**config.mk**
```make
export PLATFORM = sky130hd
export DESIGN_NAME = fetch_pc_unit_flat
export DESIGN_NICKNAME = d
export VERILOG_FILES = /design/src/rtl/fetch_pc_unit_if.sv /design/src/rtl/fetch_pc_unit.sv /design/src/flat_wrapper.sv
export SDC_FILE = /design/constraint.sdc
export NUM_CORES = 1
export LEC_CHECK = 0
export CAP_MARGIN = 25
export CORE_ASPECT_RATIO = 0.9
export CORE_MARGIN = 1
export CORE_UTILIZATION = 31
export CTS_CLUSTER_SIZE = 24
export DETAILED_ROUTE_END_ITERATION = 10
export GPL_TIMING_DRIVEN = 1
export HOLD_SLACK_MARGIN = 0.03
export PLACE_DENSITY = 0.53
export SLEW_MARGIN = 40
export SYNTH_ARGS = -nofsm -noshare
export SYNTH_HDL_FRONTEND = slang
export SYNTH_SLANG_ARGS = --single-unit
```
**constraint.sdc**
```tcl
create_clock -name clk -period 3.1 [get_ports clk]
set_clock_uncertainty 0.1 [all_clocks]
set_input_delay 0.465 -clock clk [delete_from_list [all_inputs] [get_ports clk]]
set_output_delay 0.465 -clock clk [all_outputs]
set_load 0.02 [all_outputs]
```
**src/rtl/fetch_pc_unit_if.sv**
```systemverilog
// Instruction memory fetch handshake between the fetch front end and imem.
// The fetch side drives req/addr; memory answers with ready/rdata.
interface fetch_pc_unit_if;
  logic        imem_req;
  logic [31:0] imem_addr;
  logic        imem_ready;
  logic [31:0] imem_rdata;

  modport master (
    output imem_req,
    output imem_addr,
    input  imem_ready,
    input  imem_rdata
  );

  modport slave (
    input  imem_req,
    input  imem_addr,
    output imem_ready,
    output imem_rdata
  );
endinterface

```
**src/rtl/fetch_pc_unit.sv**
```systemverilog
// Fetch front end: PC register, imem handshake, IF/ID register,
// one-entry stall buffer and redirect drain of in-flight fetches.
module fetch_pc_unit #(
  parameter logic [31:0] RESET_PC = 32'h0000_0000,
  parameter logic [31:0] NOP_INST = 32'h0000_0013
) (
  input  logic        clk,
  input  logic        rst,
  input  logic [31:0] predict_pc,
  input  logic        predict_do_branch,
  input  logic        redirect,
  input  logic [31:0] redirect_pc,
  input  logic        stall,
  fetch_pc_unit_if.master imem,
  output logic [31:0] if_pc,
  output logic [31:0] if_pc_4,
  output logic        id_valid,
  output logic [31:0] id_pc,
  output logic [31:0] id_inst,
  output logic        id_pred_taken,
  output logic [31:0] id_pred_pc
);

  typedef enum logic [1:0] {
    FETCH,
    HOLD,
    DRAIN
  } state_t;

  typedef struct packed {
    logic [31:0] pc;
    logic [31:0] inst;
    logic        taken;
    logic [31:0] tgt;
  } slot_t;

  state_t      state, state_n;
  logic [31:0] pc, pc_n;
  logic [31:0] pending_pc, pending_n;
  slot_t       bufr, buf_n;
  slot_t       id_q, id_n;
  logic        idv_q, idv_n;

  logic [31:0] ppc, rpc;
  slot_t       fetched;
  logic        unused_low;

  // low address bits are forced to zero: pc stays word aligned
  assign ppc = {predict_pc[31:2], 2'b00};
  assign rpc = {redirect_pc[31:2], 2'b00};
  assign unused_low = ^{predict_pc[1:0], redirect_pc[1:0]};

  assign fetched = '{
    pc:    pc,
    inst:  imem.imem_rdata,
    taken: predict_do_branch,
    tgt:   ppc
  };

  assign imem.imem_req  = !rst && (state != HOLD);
  assign imem.imem_addr = pc;
  assign if_pc          = pc;
  assign if_pc_4        = pc + 32'd4;

  assign id_valid      = idv_q;
  assign id_pc         = id_q.pc;
  assign id_inst       = id_q.inst;
  assign id_pred_taken = id_q.taken;
  assign id_pred_pc    = id_q.tgt;

  always_comb begin
    state_n   = state;
    pc_n      = pc;
    pending_n = pending_pc;
    buf_n     = bufr;
    id_n      = id_q;
    idv_n     = idv_q;
    if (redirect) begin
      idv_n      = 1'b0;
      id_n.inst  = NOP_INST;
      unique case (state)
        FETCH: begin
          if (imem.imem_ready) begin
            pc_n = rpc;
          end else begin
            pending_n = rpc;
            state_n   = DRAIN;
          end
        end
        DRAIN: begin
          pending_n = rpc;
          if (imem.imem_ready) begin
            pc_n    = rpc;
            state_n = FETCH;
          end
        end
        HOLD: begin
          pc_n    = rpc;
          state_n = FETCH;
        end
        default: state_n = FETCH;
      endcase
    end else begin
      unique case (state)
        FETCH: begin
          if (imem.imem_ready) begin
            pc_n = ppc;
            if (stall) begin
              buf_n   = fetched;
              state_n = HOLD;
            end else begin
              id_n  = fetched;
              idv_n = 1'b1;
            end
          end else if (!stall) begin
            idv_n = 1'b0;
          end
        end
        HOLD: begin
          if (!stall) begin
            id_n    = bufr;
            idv_n   = 1'b1;
            state_n = FETCH;
          end
        end
        DRAIN: begin
          // the response belongs to the squashed path
          if (imem.imem_ready) begin
            pc_n    = pending_pc;
            state_n = FETCH;
          end
        end
        default: state_n = FETCH;
      endcase
    end
  end

  always_ff @(posedge clk) begin
    if (rst) begin
      state      <= FETCH;
      pc         <= RESET_PC;
      pending_pc <= '0;
      bufr       <= '0;
      id_q       <= '{pc: '0, inst: NOP_INST, taken: 1'b0, tgt: '0};
      idv_q      <= 1'b0;
    end else begin
      state      <= state_n;
      pc         <= pc_n;
      pending_pc <= pending_n;
      bufr       <= buf_n;
      id_q       <= id_n;
      idv_q      <= idv_n;
    end
  end

endmodule

```
**src/flat_wrapper.sv**
```systemverilog
// flat-port wrapper written by rule: the top's interface ports become plain ports
module fetch_pc_unit_flat 
#(
  parameter logic [31:0] RESET_PC = 32'h0000_0000,
  parameter logic [31:0] NOP_INST = 32'h0000_0013
)
  (clk, rst, predict_pc, predict_do_branch, redirect, redirect_pc, stall, if_pc, if_pc_4, id_valid, id_pc, id_inst, id_pred_taken, id_pred_pc, imem_imem_req, imem_imem_addr, imem_imem_ready, imem_imem_rdata);
  fetch_pc_unit_if imem_i ();
  input  logic clk;
  input  logic rst;
  input  logic [31:0] predict_pc;
  input  logic predict_do_branch;
  input  logic redirect;
  input  logic [31:0] redirect_pc;
  input  logic stall;
  output logic [31:0] if_pc;
  output logic [31:0] if_pc_4;
  output logic id_valid;
  output logic [31:0] id_pc;
  output logic [31:0] id_inst;
  output logic id_pred_taken;
  output logic [31:0] id_pred_pc;
  output wire logic [$bits(imem_i.imem_req)-1:0] imem_imem_req;
  output wire logic [$bits(imem_i.imem_addr)-1:0] imem_imem_addr;
  input wire logic [$bits(imem_i.imem_ready)-1:0] imem_imem_ready;
  input wire logic [$bits(imem_i.imem_rdata)-1:0] imem_imem_rdata;
  assign imem_imem_req = imem_i.imem_req;
  assign imem_imem_addr = imem_i.imem_addr;
  assign imem_i.imem_ready = imem_imem_ready;
  assign imem_i.imem_rdata = imem_imem_rdata;
  fetch_pc_unit #(.RESET_PC(RESET_PC), .NOP_INST(NOP_INST)) u_core (.clk(clk), .rst(rst), .predict_pc(predict_pc), .predict_do_branch(predict_do_branch), .redirect(redirect), .redirect_pc(redirect_pc), .stall(stall), .imem(imem_i), .if_pc(if_pc), .if_pc_4(if_pc_4), .id_valid(id_valid), .id_pc(id_pc), .id_inst(id_inst), .id_pred_taken(id_pred_taken), .id_pred_pc(id_pred_pc));
endmodule
```
==> out/results.ini <==
[placed_design]
hpwl_um = 22950
gp_congestion = 0.8125
dp_cells = 2046
dp_slack_ns = 0.2997
io_buffers = 282

[clock_tree]
cts_made_buffers = 28
clkTransAtPathRegs_ns = 0.06
clock_latency_ns = 0.55
ctsHtreeMaxLevel = 1
cts_root_buffer = clkbuf_16
clock-sinks = 249
cts_tree = done
clockBufferDepth = 3

[detailed_routing]
drt_iter0_drc = 598
m1WireLength_um = 16160
vias = 10250
wl_per_cell_um = 17.26
post_drt_via_cell_ratio = 4.871
dr_wl_met3_um = 2325
routed.top_layer = met5
wl_met2_um = 16890
drtPass1Iterations = 5
drcViolationCount = 0
routed_wl_um = 36310
ant_nets = 0

[finish]
drive_above_1_share_pct = 8.963
nFillCells = 3376
final_cell_mix = 459 x nand2_1, 262 x clkdlybuf4s50_1, 249 x dfxtp_1
fin_nets = 1721
final_common_cell = nand2_1
stdcell_count = 2104
syn2layout_area_growth_pct = 37.73

[power]
p_leak_nw = 5.387
powerDensity_nw_per_um2 = 537.8
vdd_drop_max_uv = 281.8
finalPower_mw = 8.107

[timing]
fin_crit_ns = 2.972
setup_viol = 0
max_freq_ghz = 0.3364
worst_pin_slew_ns = 0.7568
hold_ws_ns = 0.1672
finalCritPeriodShare_pct = 95.88
final.setup.worst_slack_ns = 0.1277
slew_headroom_pct = 49.55
hold_viol_final = 0
slew_viol_final = 0
rsz0062_at_grt = yes

[worst_setup_path]
cp-end-kind = primary output
worst-setup-path-type = register to primary output
cp.required_ns = 2.53
startpoint_type = register
cp_max_fo = 10
arrival_ns = 2.41

[synthesis]
synth_edf_count = 0
synth_cell_types = 37
syn_avg_cell_area_um2 = 7.790
yosysWarnings = 0
synth-seq-cells = 249
netlist_instances = 1405
synth_ff_type = dfxtp_1
async_reset_ff_share_pct = 0
synth_area_um2 = 10950
seq_area_frac_synth_pct = 45.54

[global_route]
grt_usage_pct = 19.61
grt_remaining_overflow = 0
grt_antenna_before_repair = 6
grt_pass1_wl_um = 56010
grt_max_degree = 191
grt_pass1_vias = 9543

[floorplanning]
fp.dieH_um = 180.3
io_pins = 297
die_w_um = 200.1
core_um2 = 34350
initial_core_util_pct = 31.86
die_area_um2 = 36060
row_count = 64

[run]
max-cap-violations = 0

[min_path]
hp-class = input pin to register

[outcome]
status = completed

[logic make-up (layout without fill, tap and decap cells)]
family | after synthesis | count (layout) | synth area share, %
simple gates | 651 | 651 | 24.49
compound gates | 284 | 284 | 16.83
flops | 249 | 249 | 45.54
buf+inv | 161 | 387 | 7.670
mux | 30 | 30 | 3.086
xor+xnor | 28 | 28 | 2.241
fa+ha+maj | 1 | 1 | 0.1143
other cells | 1 | 12 | 0.03426
[what timing repair did]
action                     CTS  global route
hold buffers                 0             0
buffers inserted             0             3
gates cloned                 0             0
gates resized for setup     21             8
setup endpoints to repair   16             3
[worst max-delay path: stages, from the launching register on]
cell	delay, ns
dfxtp_1	0.32
and4_2	0.34
nand4b_4	0.26
buf_4	0.23
nor3_1	0.22
xnor2_1	0.15
clkdlybuf4s15_1	0.33
[Yosys cell counts (2+ instances only)]
library cell | number | share of area, %
a311oi_1 | 85 | 6.8
nor4_1 | 2 | 0.11
and3_1 | 2 | 0.11
nor2_1 | 112 | 3.8
xor2_1 | 15 | 1.2
a211oi_1 | 5 | 0.34
nor3_1 | 11 | 0.50
o211ai_1 | 30 | 2.1
buf_2 | 59 | 2.7
nand2b_1 | 34 | 1.9
buf_4 | 43 | 2.9
nand2_1 | 459 | 16
mux2_2 | 30 | 3.1
nor2b_1 | 2 | 0.11
dfxtp_1 | 249 | 46
nand4_1 | 3 | 0.17
xnor2_1 | 13 | 1.0
and4_1 | 5 | 0.40
o311ai_0 | 3 | 0.24
inv_1 | 6 | 0.21
nand3_1 | 10 | 0.46
a21oi_1 | 160 | 7.3
clkbuf_1 | 52 | 1.8
or2_2 | 2 | 0.11
[registers in the layout (all words and copies together) (netlist names)]
| signal | cells |
|---|---|
| u_core.if_pc | 30 |
| u_core.id_pred_pc | 30 |
| u_core.id_inst | 32 |
| u_core.pending_pc | 30 |
| u_core.id_valid | 1 |
| u_core.id_pc | 30 |
| u_core.bufr | 93 |
| u_core.id_pred_taken | 1 |
| u_core.state | 2 |
[stage by stage]
stage	TNS, ns	util (%)	area [um^2]
after detailed placement	0	40.97	14070
after global placement	0	40.97	14070
final	0	43.88	15080
after CTS	0	43.71	15020
after global routing	-0.03184	43.87	15070
after floorplan	0	-	10980
[routing by layer]
metal / global-route usage (%) / vias up
met5: 0 / -
met3: 4.623 / 61
li1: - / 5114
met1: 26.14 / 4801
met4: 4.794 / 8
met2: 31.65 / 265
[layout make-up]
type / count / area (um^2) / area share [%]
diodes: 2 / 5.005 / 0.03320
repair buffers: 329 / 3308 / 21.94
clock buffers: 43 / 868.3 / 5.760
multi-input cells: 1004 / 5239 / 34.75
well taps: 462 / 578.1 / 3.834
clock inverters: 9 / 70.07 / 0.4648
flip-flops and latches: 249 / 4985 / 33.06
inverters: 6 / 22.52 / 0.1494
[where the power goes]
| group | total [mW] | internal (mW) | switching (mW) |
|---|---|---|---|
| Sequential | 3.42 | 3.34 | 0.0780 |
| Clock | 3.38 | 2.00 | 1.38 |
| Combinational | 1.31 | 0.572 | 0.733 |
[path summary, 6_finish.rpt]
check | from | to | slack [ns] | cells after the start
setup / recovery | u_core.if_pc[10] | if_pc_4[21] | 0.13 | 6
hold / removal | rst | u_core.bufr[47] | 0.17 | 2
setup reg to reg | u_core.state[0] | u_core.bufr[73] | 0.98 | 5
hold reg to reg | u_core.pending_pc[11] | u_core.pending_pc[11] | 0.35 | 2
Power figures use the tool's default switching activity.
